`config.mk`:
```
export PLATFORM = sky130hd
export DESIGN_NAME = button_debouncer
export DESIGN_NICKNAME = d
export VERILOG_FILES = /design/src/rtl/button_debouncer.sv
export SDC_FILE = /design/constraint.sdc
export NUM_CORES = 1
export LEC_CHECK = 0
export CAP_MARGIN = 0
export CORE_ASPECT_RATIO = 1.2
export CORE_UTILIZATION = 55
export CTS_CLUSTER_SIZE = 10
export DETAILED_ROUTE_END_ITERATION = 8
export DONT_BUFFER_PORTS = 1
export PLACE_DENSITY = 0.81
export SLEW_MARGIN = 15
export SYNTH_ARGS = -nofsm -noshare
export SYNTH_HDL_FRONTEND = slang
export SYNTH_SLANG_ARGS = --single-unit
```
`constraint.sdc`:
```
create_clock -name clk -period 2.2 [get_ports clk]
set_input_delay 0 -clock clk [delete_from_list [all_inputs] [get_ports clk]]
set_output_delay 0 -clock clk [all_outputs]
set_load 0.005 [all_outputs]
```
`src/rtl/button_debouncer.sv`:
```
// Push-button front end: synchronises the raw pad into clk and filters contact
// bounce so downstream logic sees one clean, registered level change per press.
module button_debouncer #(
    parameter int unsigned SYNC_STAGES     = 2,
    parameter int unsigned DEBOUNCE_CYCLES = 1_000_000
) (
    input  logic clk,
    input  logic rst,
    input  logic btn_in,
    output logic btn_out,
    output logic busy
);

    localparam int unsigned CNT_W    = (DEBOUNCE_CYCLES > 1) ? $clog2(DEBOUNCE_CYCLES) : 1;
    localparam logic [CNT_W-1:0] CNT_TERM = CNT_W'(DEBOUNCE_CYCLES - 1);

    typedef enum logic [1:0] {
        LOW      = 2'd0,
        ARM_HIGH = 2'd1,
        HIGH     = 2'd2,
        ARM_LOW  = 2'd3
    } state_t;

    logic [SYNC_STAGES-1:0] sync;
    logic                   btn_sync;

    state_t           state;
    state_t           state_n;
    logic [CNT_W-1:0] cnt;
    logic [CNT_W-1:0] cnt_n;
    logic             btn_out_n;
    logic             busy_n;

    // Shift chain; only the last stage is allowed past this point.
    always_ff @(posedge clk or posedge rst) begin
        if (rst) begin
            sync <= '0;
        end else begin
            sync <= {sync[SYNC_STAGES-2:0], btn_in};
        end
    end

    assign btn_sync = sync[SYNC_STAGES-1];

    always_ff @(posedge clk or posedge rst) begin
        if (rst) begin
            state   <= LOW;
            cnt     <= '0;
            btn_out <= 1'b0;
            busy    <= 1'b0;
        end else begin
            state   <= state_n;
            cnt     <= cnt_n;
            btn_out <= btn_out_n;
            busy    <= busy_n;
        end
    end

    // An opposite sample aborts qualification even on the terminal-count cycle.
    always_comb begin
        state_n = state;
        cnt_n   = cnt;
        case (state)
            LOW: begin
                if (btn_sync) begin
                    state_n = ARM_HIGH;
                    cnt_n   = '0;
                end
            end
            ARM_HIGH: begin
                if (!btn_sync) begin
                    state_n = LOW;
                    cnt_n   = '0;
                end else if (cnt == CNT_TERM) begin
                    state_n = HIGH;
                end else begin
                    cnt_n = cnt + CNT_W'(1);
                end
            end
            HIGH: begin
                if (!btn_sync) begin
                    state_n = ARM_LOW;
                    cnt_n   = '0;
                end
            end
            ARM_LOW: begin
                if (btn_sync) begin
                    state_n = HIGH;
                    cnt_n   = '0;
                end else if (cnt == CNT_TERM) begin
                    state_n = LOW;
                end else begin
                    cnt_n = cnt + CNT_W'(1);
                end
            end
            default: begin
                state_n = LOW;
                cnt_n   = '0;
            end
        endcase

        // Outputs follow the next state so they update on the transition edge.
        btn_out_n = (state_n == HIGH) || (state_n == ARM_LOW);
        busy_n    = (state_n == ARM_HIGH) || (state_n == ARM_LOW);
    end

endmodule

```
==> impl_results.md <==
- Final Wtd Congestion: 0.776
- Area delta synth->final: 5.54%
- Hpwl dp: 2.00 mm
- VDD IR max: 0.000337 V
- Outcome: finished clean
- Placement Setup Slack: 0.287 ns
- Largest net degree at the start of global routing: 26
- Post-synthesis register bit count: 25
- R2R Setup Slk: 0.26 ns
- GRT overflow: 0
- WS Path Type: reg -> reg
- Post-route setup slack: 0.259 ns
- Measured slew at the worst slew-check pin: 0.917 ns
- Net Sw Frac: 24.6%
- Final ANT Viol Nets: 0
- Synthesized instance count: 152
- Clock sink count: 25
- Asr flop ratio synth: 100%
- Drt first pass iters: 4
- Combinational power share: 7.1%
- Slew HR: 38.8%
- First-pass GRT wire length: 4.88 mm
- Worst reg2reg path depth: 5
- DRC violations left: 0
- Ant diodes: 0
- Clock tree buffer depth: 2
- Final hold violations: 0
- # H-tree levels: 1
- CP arrival: 2.16 ns
- GRT Util Overall: 24.8%
- Tmin final: 1.94 ns
- CP startpoint kind: register
- Post-synthesis sequential area ratio: 44.7%
- Max-cap violations: 0
- CP required: 2.42 ns
- Slowest-stage cell, CP: nor4_2
- Crit. path cell count: 5
- Yosys warns: 0
- Max incr delay on CP: 0.48 ns
- Worst skew pair latency: 0.32 ns
- Total number of vias: 1172
- Yosys top cell by area: dfrtp_1
- Setup TNS: 0 ns
- Core area: 2350 um^2
- Post-synth EDFFs: 0
- Final setup viols: 0
- Main flop type after synthesis: dfrtp_1
- # rows: 19
- Critical-path cell list: ha_1 > nand3_1 > nor4_2 > a211oi_1 > or3b_1
- IO Port Bufs: 0
- Vias in the first global route: 1166
- Pwr/cell area: 495 nW/um^2
- Root buf cell: clkbuf_4
- Int Pwr: 0.000552 W
- Synth cell types: 47
- Switch Pwr: 0.000180 W
- Buf+Inv Stages, Crit Path: 0
- Crit end category: register
- Final Core Density: 62.8%
- Top-count cell post-synth: dfrtp_1
- Crit path to: cnt[18]
- Ports: 5
- Initial Utilization: 59.5%
- Die area: 2750 um^2
- Fmax: 0.515 GHz
- CTS tree: built
- Synth top cells by count: dfrtp_1, o21ai_0, nand2_1, nor2_1, a21oi_1
- Net count after synthesis: 156
- CP top delay family: simple AND/OR/NAND/NOR gates
- Clock network power share: 28.2%
- Top cells by area, synth: dfrtp_1, o21ai_0, a21oi_1, nand2_1, nand4_1
- Final worst path period share: 88.2%
- Die Ht: 57.3 um
- Final wirelength: 2.83 mm
- Syn Std Cell Area: 1400 um^2
- Leak: 0.623 nW
- Average instance area after synthesis: 9.21 um^2
- Final #Nets: 158
- Layout cells sized above 1: 11.8%
- Drt initial violations: 55
- Routed WL per cell: 15.4 um
- Postcts setup bufs: 0
- Unrepaired setup endpoints after global routing: no
- Hold Path Class: in -> reg
- Area share of the largest cell type after synthesis: 44.7%
- Worst Path Max Fanout: 6
- Seq pwr share: 64.7%
- Antenna violations before repair: 0
- Clock-pin transition on the worst setup and hold timing paths: 0.14 ns
- Die width: 48.1 um
- Number of CTS-inserted buffers: 3
- Skew final: 0.00509 ns
- Drt via density: 6.37
- Final Slew Violations: 0
- RR Endpoint: cnt[18]
- Crit. Startpoint: cnt[0]
- FF-to-FF Start: cnt[0]
final cells by class:
| type | count | area (um^2) |
|---|---|---|
| repair buffers | 6 | 50.0 |
| multi-input cells | 112 | 713 |
| clock inverters | 1 | 5.00 |
| inverters | 6 | 22.5 |
| clock buffers | 3 | 22.5 |
| fillers | 196 | 876 |
| flip-flops and latches | 25 | 626 |
| well taps | 31 | 38.8 |
sequential cells by signal, indices dropped and copies added, names as in the netlist:
| signal | flops |
|---|---|
| busy | 1 |
| state | 1 |
| cnt | 20 |
| btn_out | 1 |
| sync | 2 |
worst min-delay path by stage:
stage                start  endpoint  slack [ns]  cells past startpoint
floorplan              rst   btn_out        0.03                      1
global placement    btn_in   sync[0]        0.03                      0
detailed placement  btn_in   sync[0]        0.03                      0
CTS                 btn_in   sync[0]        0.22                      1
global route        btn_in   sync[0]        0.22                      1
finish              btn_in   sync[0]        0.23                      1
layout by cell type, fill, tap and decap left out, types with 3 or more instances in the layout:
master and n:
a21oi_1 9, a22o_1 3, a31oi_1 3, and2_1 3
and3_1 3, buf_4 4, clkbuf_4 3, dfrtp_1 25
inv_1 6, mux2_2 3, nand2_1 10, nand3_1 7
nand4_1 6, nor2_1 10, nor3_1 3, nor3b_1 3
nor4_1 5, o21ai_0 11, or3_1 4
power groups by stage:
stage	Clock (W)	Combinational, W	Sequential, W
after global placement	0	0.0000485	0.000482
after floorplan	0	0.0000394	0.000479
final	0.000206	0.0000521	0.000473
after detailed placement	0	0.0000491	0.000482
after global routing	0.000226	0.0000589	0.000475
after CTS	0.000210	0.0000521	0.000473
stage by stage:
step	hold slack, ns	instance area [um^2]	total power (W)	instances
CTS	0.223	1480	0.000736	184
global placement	0.0315	1430	0.000530	178
finish	0.229	1480	0.000732	184
detailed placement	0.0315	1430	0.000531	178
floorplan	0.0273	1400	0.000518	152
global route	0.216	1480	0.000760	184
cell families (layout without fill, tap and decap cells):
kind of cell,after synthesis,count (layout),synth area share (%)
AO/OA/AOI/OAI,38,38,17.2
XOR/XNOR,2,2,1.25
adder cells (fa/ha/maj),1,1,0.894
buffers and inverters,15,16,4.38
flip-flops,25,25,44.7
multiplexers,4,4,3.13
AND/OR/NAND/NOR,67,67,28.4
worst register-to-register path: stages (launching register included):
cell	delay [ns]
dfrtp_1	0.46
ha_1	0.21
nand3_1	0.20
nor4_2	0.48
a211oi_1	0.13
or3b_1	0.37
metal layers:
metal  track usage (%)  share of wire [%]  vias up
li1                  -                  -      574
met1              32.4                 46      562
met2              38.4                 49       32
met3              6.33                4.5        4
met4              9.92               0.74        0
met5                 0                  0        -
what timing repair did:
action | 4_1_cts | 5_1_grt
gates resized for setup | 0 | 0
hold buffers | 2 | 0
endpoints found under the hold margin | 26 | 0
Note: power is estimated with default switching activity, not from simulation.
